$ cat src/rtl/bounce_sprite_engine.sv
// bounce_sprite_engine: N bouncing squares, per-frame synchronous position update, priority render to RGB222
// clk/reset: pixel clock, synchronous active-high reset
// frame_tick/pause: once-per-frame update request, pause freezes positions
// display_on/pix_x/pix_y: raster position from hvsync_generator
// rgb/overlap: registered pixel colour and multi-sprite flag, one cycle after pix_x/pix_y
// busy/bounce_count: update pass in progress, total wall reflections since reset
module bounce_sprite_engine #(
    parameter int NUM_SPRITES = 4,
    parameter int SIZE        = 64,
    parameter int H_ACTIVE    = 640,
    parameter int V_ACTIVE    = 480,
    parameter int POS_W       = 10
) (
    input  logic        clk,
    input  logic        reset,
    input  logic        frame_tick,
    input  logic        pause,
    input  logic        display_on,
    input  logic [9:0]  pix_x,
    input  logic [9:0]  pix_y,
    output logic [5:0]  rgb,
    output logic        overlap,
    output logic        busy,
    output logic [15:0] bounce_count
);
    localparam int MAX_X = H_ACTIVE - SIZE;
    localparam int MAX_Y = V_ACTIVE - SIZE;
    localparam int IW = NUM_SPRITES > 1 ? $clog2(NUM_SPRITES) : 1;
    localparam logic [0:0] IDLE = 1'b0, UPDATE = 1'b1;
    typedef logic signed [POS_W+1:0] sw_t;
    logic [0:0] state;
    logic [IW-1:0] idx;
    logic [POS_W-1:0] x [NUM_SPRITES];
    logic [POS_W-1:0] y [NUM_SPRITES];
    logic [NUM_SPRITES-1:0] dx, dy;
    sw_t nx, ny;
    logic hit_x, hit_y, last;
    logic [NUM_SPRITES-1:0] cov;
    logic [5:0] col;

    function automatic logic [5:0] pal(int i);
        logic [2:0] c;
        c = 3'((i % 7) + 1);
        return {{2{c[2]}}, {2{c[1]}}, {2{c[0]}}};
    endfunction

    // dx/dy set means moving toward 0; speeds are idx+2 (x) and idx+1 (y)
    always_comb begin
        nx = dx[idx] ? sw_t'(x[idx]) - sw_t'(idx) - sw_t'(2) : sw_t'(x[idx]) + sw_t'(idx) + sw_t'(2);
        ny = dy[idx] ? sw_t'(y[idx]) - sw_t'(idx) - sw_t'(1) : sw_t'(y[idx]) + sw_t'(idx) + sw_t'(1);
        hit_x = dx[idx] ? nx <= sw_t'(0) : nx >= sw_t'(MAX_X);
        hit_y = dy[idx] ? ny <= sw_t'(0) : ny >= sw_t'(MAX_Y);
        last = idx == IW'(NUM_SPRITES - 1);
    end

    always_ff @(posedge clk) begin
        if (reset) begin
            state <= IDLE;
            idx <= '0;
            busy <= 1'b0;
            bounce_count <= '0;
            dx <= '0;
            dy <= '0;
            for (int i = 0; i < NUM_SPRITES; i++) begin
                x[i] <= POS_W'((i * 128) % (MAX_X + 1));
                y[i] <= POS_W'((i * 96) % (MAX_Y + 1));
            end
        end else if (state == IDLE) begin
            state <= frame_tick && !pause ? UPDATE : IDLE;
            busy <= frame_tick && !pause;
            idx <= '0;
        end else begin
            x[idx] <= hit_x ? (dx[idx] ? '0 : POS_W'(MAX_X)) : nx[POS_W-1:0];
            y[idx] <= hit_y ? (dy[idx] ? '0 : POS_W'(MAX_Y)) : ny[POS_W-1:0];
            dx[idx] <= dx[idx] ^ hit_x;
            dy[idx] <= dy[idx] ^ hit_y;
            bounce_count <= bounce_count + 16'(hit_x) + 16'(hit_y);
            idx <= last ? '0 : idx + 1'b1;
            state <= last ? IDLE : UPDATE;
            busy <= !last;
        end
    end

    // Descending scan so the lowest-index covering sprite overwrites the colour last
    always_comb begin
        col = '0;
        for (int i = NUM_SPRITES - 1; i >= 0; i--) begin
            cov[i] = int'(pix_x) >= int'(x[i]) && int'(pix_x) < int'(x[i]) + SIZE &&
                     int'(pix_y) >= int'(y[i]) && int'(pix_y) < int'(y[i]) + SIZE;
            col = cov[i] ? pal(i) : col;
        end
    end

    always_ff @(posedge clk) begin
        if (reset) begin
            rgb <= '0;
            overlap <= 1'b0;
        end else begin
            rgb <= display_on ? col : '0;
            overlap <= display_on && (cov & (cov - 1'b1)) != '0;
        end
    end
endmodule
$ cat config.mk
export PLATFORM = sky130hd
export DESIGN_NAME = bounce_sprite_engine
export DESIGN_NICKNAME = d
export VERILOG_FILES = /design/src/rtl/bounce_sprite_engine.sv
export SDC_FILE = /design/constraint.sdc
export NUM_CORES = 1
export LEC_CHECK = 0
export ABC_CLOCK_PERIOD_IN_PS = 5900
export CORE_UTILIZATION = 40
export CTS_BUF_LIST = sky130_fd_sc_hd__clkbuf_8
export CTS_CLUSTER_DIAMETER = 60
export DETAILED_ROUTE_END_ITERATION = 16
export PLACE_DENSITY_LB_ADDON = 0.25
export SKIP_LAST_GASP = 1
export SLEW_MARGIN = 20
export SYNTH_ARGS = -nofsm -noshare
export SYNTH_HDL_FRONTEND = slang
export SYNTH_SLANG_ARGS = --single-unit
$ cat constraint.sdc
create_clock -name clk -period 5.9 [get_ports clk]
set_clock_uncertainty 0.15 [all_clocks]
set_input_delay 0.59 -clock clk [delete_from_list [all_inputs] [get_ports clk]]
set_output_delay 0.59 -clock clk [all_outputs]
set_load 0.02 [all_outputs]
Yosys cells after proc, flatten, opt, wreduce, memory -nomap -nowiden
Memory sizes are Yosys's and may differ from the RTL's. A register that Yosys moved wholly into a read port is not among the register bits.
Cells that the tools add are included.
W data, S select, Z words.

storage, ports and cells
  flip-flop bits (word level) = 35
  RAM bits = 80
  input port bits = 25
  output and inout port bits = 24
  word-level logic and storage cells = 121
  memories = 2

memories
  memory  depth  width  rd ports  clocked after memory_dff  wr ports  line  RTL
  x       4      10     5         1                         4         33    logic [POS_W-1:0] x [NUM_SPRITES];
  y       4      10     5         1                         4         34    logic [POS_W-1:0] y [NUM_SPRITES];

cells by class
  $add $sub $neg = 20
  magnitude comparators = 22
  eq/ne operators = 1
  multiplexer cells = 37
  bitwise gates (word level) = 5
  reduce and logical (&&, ||, !) cells = 24

operator list
  kind                     count
  $add A10 B7 Y11 const B  8
  $lt A10 B11 Y1           8
  $ge A10 B10 Y1           8
  $mux W10                 5
  $add A16 B1 Y16          2
  $le A12 B1 Y1 const B    2
  $mux W12                 2
  $add A10 B2 Y11          2
  $sub A10 B2 Y11          2
  $reduce_or A10 Y1        2
  $mux W1                  16
  $logic_and A1 B1 Y1      15
  $add A11 B1 Y12 const B  1
  $add A11 B2 Y12 const B  1
  $ge A12 B10 Y1 const B   1
  $ge A12 B11 Y1 const B   1
  $sub A11 B2 Y12 const B  1
  $sub A11 B3 Y12 const B  1
  $mux W2                  5
  $mux W9                  1
  $bwmux W4                2
  $mux W4                  2
  $mux W6                  1
  $reduce_or A3 Y1         2
  14 further kinds         18

Longest topological paths before layout
Gate-level depths: netlist of run 1.
An unclocked memory read counts as a cell.

  depth in word-level cells = 10
  depth in mapped cells = 30
  mapped depth without buffers = 24

Least setup slack after synthesis of run 1
OpenSTA, ideal clock, no wires.

  kind = register -> register
  start = register idx[0]
  end = register bounce_count[10]
  setup time = 128 ps
  arrival = 5834 ps
  data required time = 5622 ps
  path slack = -212 ps
  stages on the path, launching flop included = 31
  buffers on the path = 6
  clock period less this slack = 6112 ps
  cell sequence = dfxtp_1 -> buf_6 -> buf_6 -> buf_1 -> mux4_2 -> inv_1 -> ha_1 -> inv_1 -> fa_1 -> clkbuf_1 -> xor2_1 -> ha_1 -> inv_1 -> a211o_1 -> o31a_1 -> o21a_1 -> xor2_1 -> and4b_1 -> o2111ai_2 -> and2_4 -> o21ai_4 -> buf_2 -> inv_1 -> fa_1 -> inv_1 -> ha_1 -> and3_1 -> clkbuf_1 -> nand4_1 -> xnor2_1 -> nor2_1

between the ends
  word-level cells in the longest chain between the ends = 7
  elaborated cells on any way between the ends = 22
  those cells by class = add/sub: 10; order compare: 4; mux: 8

RTL lines
  element                                          line  RTL
  start: declaration                               32    logic [IW-1:0] idx;
  start signal: assignment                         78    idx <= last ? '0 : idx + 1'b1;
  $add A10 B2 Y11, or another cell as far along    49    nx = dx[idx] ? sw_t'(x[idx]) - sw_t'(idx) - sw_t'(2) : sw_t'(x[idx]) + sw_t'(idx) + sw_t'(2);
  $add A11 B2 Y12, or another cell as far along    49
  $mux W12                                         49
  $ge A12 B11 Y1 or $le A12 B1 Y1 (tied branches)  51    hit_x = dx[idx] ? nx <= sw_t'(0) : nx >= sw_t'(MAX_X);
  $mux W1                                          51
  $add A16 B1 Y16                                  77    bounce_count <= bounce_count + 16'(hit_x) + 16'(hit_y);
  $add A16 B1 Y16 (*)                              77
  end signal: assignment                           77
  end: declaration                                 24    output logic [15:0] bounce_count

Mark *: on every way between the ends. The rest lies on a longest branch, timed or not. The select of a mux whose other input is x is not followed.
A chain may end at the register's enable or synchronous reset.

Final worst setup path of run 1
Ends and elaborated chain as after synthesis.

==> out/results.txt, run 1 <==
outcome - finished clean
register bit total from synthesis - 111
Max IR drop VDD - 132 uV
Yosys cell types - 87
area leader, netlist - edfxtp_1
CP startpoint kind - flip-flop
Post-CTS Setup Inserts - 0
Finished Layout Cells - 1,426
Top delay family on crit path - adder cells
dominant cell by count in the synthesized netlist - ha_1
final wirelength - 25.0 mm
Async SR Flop Fraction - 0
CP max FO - 25
slowest CP cell - fa_1
Worst Setup Path Type - reg -> reg
Tmin final - 5.59 ns
Row Count - 57
most used cell, CP - inv_1
Clock Pin Slew Worst Setup and Hold Paths - 0.11 ns
area grow syn2layout - 9.65%
total grt overflow - 0
RSZ-0062 raised after global routing - no
antenna viol nets, final - 0
fin nets - 1,264
share of layout cells above drive strength 1 - 0.0808
DRC errors left - 0
ANT cells - 0
Root Driver - clkbuf_8
PortBufs - 48
crit path DAT - 5.72 ns
Ys Warns - 0
vias in the first global route - 7,629
largest cells by area after synthesis - edfxtp_1 (24%), ha_1 (17%), dfxtp_1 (6.2%)
core area - 24,500 sq um
GP Congestion - 0.857
placed cell count - 1,410
Synth Area per Inst - 9.34 sq um
H-tree lvl count - 3
Synth top area share - 0.240
setup violators final - 0
routed vias - 7,977
crit-path max cell delay - 0.64 ns
worst hold slack - 0.349 ns
TritonCTS sink count - 111
leakage - 4.30 nW
antenna violations before repair - 0
DP HPWL - 18.9 mm
All-Layer GR Usage - 0.196
dpl cell area - 10,800 sq um
Die Area - 25,700 sq um
Least-Margin Pin Slew - 1.05 ns
Clk Latency, worst-skew pair - 0.39 ns
Fin. Hold Viols - 0
Synth Flop Type - edfxtp_1
cell area after synthesis - 10,000 sq um
setup TNS - 0 ns
max_slew headroom - 0.299
Initial Util - 0.410
largest net degree at the start of global routing - 38
worst path cell trace - mux4_2, inv_1, ha_1, inv_1, fa_1, nor2b_1, nor2b_1, a21oi_1, nand2_1, a311oi_2, o2111a_1, o2111ai_2, and2_4, o21ai_4, inv_1, fa_1, inv_1, ha_1, and3_1, nand4_1, xnor2_1, nor2_1
Max Freq - 179 MHz
crit share post-route - 0.948
DRT Pass-1 Iters - 5
vias per cell - 5.59
number of placed I/O pins - 49
Num CTS Buffers - 9
Seq/Total Area, Yosys - 0.302
height of the die - 160 microns
chip width - 160 microns
most frequent cells after synthesis - ha_1 (137), inv_1 (115), nor2_1 (87), edfxtp_1 (80), nor3_1 (60)
fill count - 2,338
first-pass GRT wire length - 39.7 mm
cell count after synthesis - 1,073
CTS tree - yes
Hold Path Class - reg -> reg
syn_nets - 1,240
Req. time, crit path - 6.03 ns
clock tree buffer depth - 2
routed len/inst - 17.5 microns
Max-cap violations - 0
1st-iter DRT viols - 569
Power per Cell Area - 177 nW/um^2
endpoint type of the worst setup path - flip-flop
Buf/Inv on CP - 4
fin. max-slew vios - 0
EDFF count, synth - 80
Layout Cell Area excl Fill - 11,000 sq um
through the flow:
stage / total power [W] / util / setup slack, ns
after floorplan: 0.00131 / - / 0.0561
after global placement: 0.00146 / 0.440 / 0.396
after detailed placement: 0.00146 / 0.440 / 0.227
after CTS: 0.00196 / 0.449 / 0.179
after global routing: 0.00206 / 0.449 / 0.0343
final: 0.00195 / 0.449 / 0.305
routing by layer:
| layer | global-route usage | up-vias | wire (microns) |
|---|---|---|---|
| li1 | - | 3969 | - |
| met1 | 0.278 | 3781 | 12300 |
| met2 | 0.305 | 202 | 11100 |
| met3 | 0.0331 | 25 | 1280 |
| met4 | 0.0545 | 0 | 320 |
| met5 | 0 | - | 0 |
power breakdown:
group / internal [W] / leakage (nW) / switching [W]
combinational: 0.000223 / 3.15 / 0.000339
sequential: 0.000863 / 1.05 / 0.0000272
clock: 0.000205 / 0.104 / 0.000292
total: 0.00129 / 4.30 / 0.000658
repair_timing:
item | 4_1_cts | 5_1_grt
endpoints found under the setup margin | 0 | 11
gates resized for setup | 0 | 4
hold buffers | 0 | 0
cell usage in the layout (no fill, tap or decap), types with 8 or more instances in the layout:
master | synthesis | layout
a211oi_1 | 14 | 14
ha_1 | 137 | 137
xor2_1 | 18 | 18
nand2_1 | 45 | 45
o211ai_1 | 20 | 20
nand2b_1 | 11 | 8
dfxtp_1 | 31 | 29
clkdlybuf4s50_1 | 0 | 48
clkbuf_8 | 0 | 9
nand3_1 | 40 | 40
nor2_1 | 87 | 87
mux4_2 | 19 | 19
mux2i_1 | 9 | 9
o21ai_0 | 38 | 38
and3_1 | 10 | 10
o21a_1 | 20 | 20
xnor2_1 | 34 | 34
buf_4 | 4 | 15
a21oi_1 | 44 | 44
nand3b_1 | 13 | 13
nor3_1 | 60 | 60
inv_1 | 115 | 115
nor2b_1 | 19 | 19
nand4_1 | 12 | 12
edfxtp_1 | 80 | 80
state kept, by name, summed over array words and instances (netlist names):
signal	cells
x	40
y	40
bounce_count	16
dx	4
dy	4
rgb	3
idx	2
busy	1
overlap	1
logic make-up after synthesis:
| logic type | synth area share |
|---|---|
| mux | 0.0607 |
| fa+ha+maj | 0.182 |
| flops | 0.302 |
| compound gates | 0.146 |
| simple gates | 0.193 |
| buf+inv | 0.0696 |
| xor+xnor | 0.0470 |
worst min-delay path, cell delays in order, from the launching register on:
cell and delay, ns:
dfxtp_1 0.32, nand3b_1 0.08, o31ai_1 0.06
worst paths after layout:
check	endpoint	depth (start not counted)	start	slack (ns)
min reg2reg	dy[0]	2	dy[0]	0.35
max reg2reg	bounce_count[10]	22	idx[0]	0.31
max	bounce_count[10]	22	idx[0]	0.31
min	dy[0]	2	dy[0]	0.35
area by class of cell:
cell class / count / area (sq um) / share of cell area
tap: 324 / 405 / 0.0369
inverter: 115 / 432 / 0.0393
multi-input combinational: 797 / 6320 / 0.575
clock buffer: 9 / 124 / 0.0113
sequential: 111 / 3030 / 0.275
clock inverter: 7 / 86.3 / 0.00785
timing repair buffer: 63 / 593 / 0.0539
Power figures use the tool's default switching activity.
==> run 2: changes to the inputs <==
Settings changed: CAP_MARGIN set to 15.
==> results of run 2 <==
The final DEF is identical to that of run 1; final timing and power are the same.
==> run 3: changes to the inputs <==
Settings changed: SLEW_MARGIN 20 to not set.
==> run 3 against run 2 <==
  * Clock-buffer cell count is the same
  * Global-route usage is essentially flat
  * Sequential power is essentially flat
  * Critical path type unchanged
  * Largest cell class unchanged
  * Highest routed layer unchanged
==> out/results.txt, run 3 (synthesized netlist as in run 1, its figures left out) <==
core area - 24,500 sq um
largest net degree at the start of global routing - 38
CP max FO - 25
met3 Track Usage GR - 0.0292
vias per cell - 5.59
GP Congestion - 0.857
outcome - finished clean
setup slack, reg-to-reg - 0.29 ns
setup TNS - 0 ns
Comb power frac - 0.297
register area - 3030 sq um
max_slew headroom - 0.246
Reg power frac - 0.469
Top delay family on crit path - compound AO/OA/AOI/OAI gates
Clk Latency, worst-skew pair - 0.39 ns
Row Count - 57
Max IR drop VDD - 117 uV
Max-cap violations - 0
crit path DAT - 5.72 ns
leakage - 4.30 nW
Worst Setup Path Type - reg -> reg
fill count - 2,339
share of layout cells above drive strength 1 - 0.0780
fin. max-slew vios - 0
worst path cell trace - mux4_2, inv_1, ha_1, inv_1, fa_1, nor2b_1, nor2b_1, a21oi_1, nand2_1, a311oi_1, o2111a_1, o2111ai_2, and2_4, o21ai_4, inv_1, fa_1, inv_1, ha_1, and3_1, nand4_1, xnor2_1, nor2_1
Num CTS Buffers - 9
Int Pwr - 0.00125 W
area grow syn2layout - 9.55%
Power per Cell Area - 173 nW/um^2
DRC errors left - 0
TritonCTS sink count - 111
Initial Util - 0.410
DRT Pass-1 Iters - 7
setup violators final - 0
All-Layer GR Usage - 0.196
1st-iter DRT viols - 609
number of placed I/O pins - 49
total grt overflow - 0
antenna viol nets, final - 0
vias in the first global route - 7,650
GR Util met2 - 0.307
top flop regs - x (40), y (40), bounce_count (16)
routed vias - 7,979
area occupied by multi-input gates - 6310 sq um
endpoint type of the worst setup path - flip-flop
met1 GRT Util - 0.282
PortBufs - 48
height of the die - 160 microns
Req. time, crit path - 6.02 ns
antenna violations before repair - 0
most frequent cells in the layout - ha_1 (137), inv_1 (115), nor2_1 (87)
Tmin final - 5.61 ns
Hold Path Class - reg -> reg
RSZ-0062 raised after global routing - no
final wirelength - 24.8 mm
Clock Pin Slew Worst Setup and Hold Paths - 0.11 ns
clock power share - 0.234
CP startpoint kind - flip-flop
Least-Margin Pin Slew - 1.13 ns
Die Area - 25,700 sq um
leading cell type in the layout, fill and taps excluded - ha_1
switching share of total power - 0.341
crit-path max cell delay - 0.64 ns
chip width - 160 microns
first-pass GRT wire length - 40.1 mm
DP HPWL - 19.0 mm
slowest CP cell - fa_1
H-tree lvl count - 3
fin nets - 1,265
GRT Max-Usage Layer - met2
Max Freq - 178 MHz
crit share post-route - 0.951
ANT cells - 0
CTS tree - yes
Root Driver - clkbuf_8
clock tree buffer depth - 2
Psw - 0.000648 W
Fin. Hold Viols - 0
Design Power - 0.00190 W
Buf/Inv on CP - 4
most used cell, CP - inv_1
routed len/inst - 17.4 microns
run 3: changes by cell type in the layout (fill, tap and decap cells not counted), sizes merged:
cell	previous run	this run
bufinv	1	0
clkinv	2	3
buf	15	16
run 3: path summary, 6_finish.rpt:
path	cells after the start	startpoint	end
setup / recovery	22	idx[0]	bounce_count[10]
hold / removal	2	dy[0]	dy[0]
setup reg to reg	22	idx[0]	bounce_count[10]
hold reg to reg	2	dy[0]	dy[0]
run 3: timing repair:
item | 4_1_cts | 5_1_grt
hold buffers | 0 | 0
setup buffers | 0 | 0
gates resized for setup | 0 | 3
setup endpoints to repair | 0 | 11
run 3: metal layers:
layer  up-vias  share of wire  routed length [microns]
met4         0          0.012                      298
met3        21          0.050                     1230
met1      3764           0.50                    12300
li1       3979              -                        -
met5         -              0                        0
met2       215           0.44                    11000
run 3: final cells by class:
class                           count  area share
Multi-Input combinational cell    797       0.575
Timing Repair Buffer               64      0.0565
Clock buffer                        9      0.0113
Inverter                          115      0.0393
Clock inverter                      7     0.00570
Sequential cell                   111       0.276
Tap cell                          324      0.0369
run 3: through the flow:
step	std cells	cell area [sq um]	hold slack, ns	utilization	worst slack, ns
6_report	1427	11000	0.349	0.449	0.291
5_1_grt	1427	11000	0.372	0.449	0.00609
4_1_cts	1426	10900	0.348	0.447	0.186
3_5_place_dp	1410	10800	0.324	0.440	0.242
3_3_place_gp	1410	10800	0.323	0.440	0.396
2_1_floorplan	1073	10000	0.304	-	0.0561
run 3: power by group through the flow:
stage	clock network [W]	logic, W	registers [W]
6_report	0.000444	0.000564	0.000890
5_1_grt	0.000478	0.000635	0.000893
4_1_cts	0.000451	0.000560	0.000890
3_5_place_dp	0	0.000556	0.000908
3_3_place_gp	0	0.000552	0.000908
2_1_floorplan	0	0.000415	0.000897
run 3: tightest hold or removal path, stage by stage (launching register included):
cell	delay [ns]
dfxtp_1	0.33
nand3b_1	0.08
o31ai_1	0.06
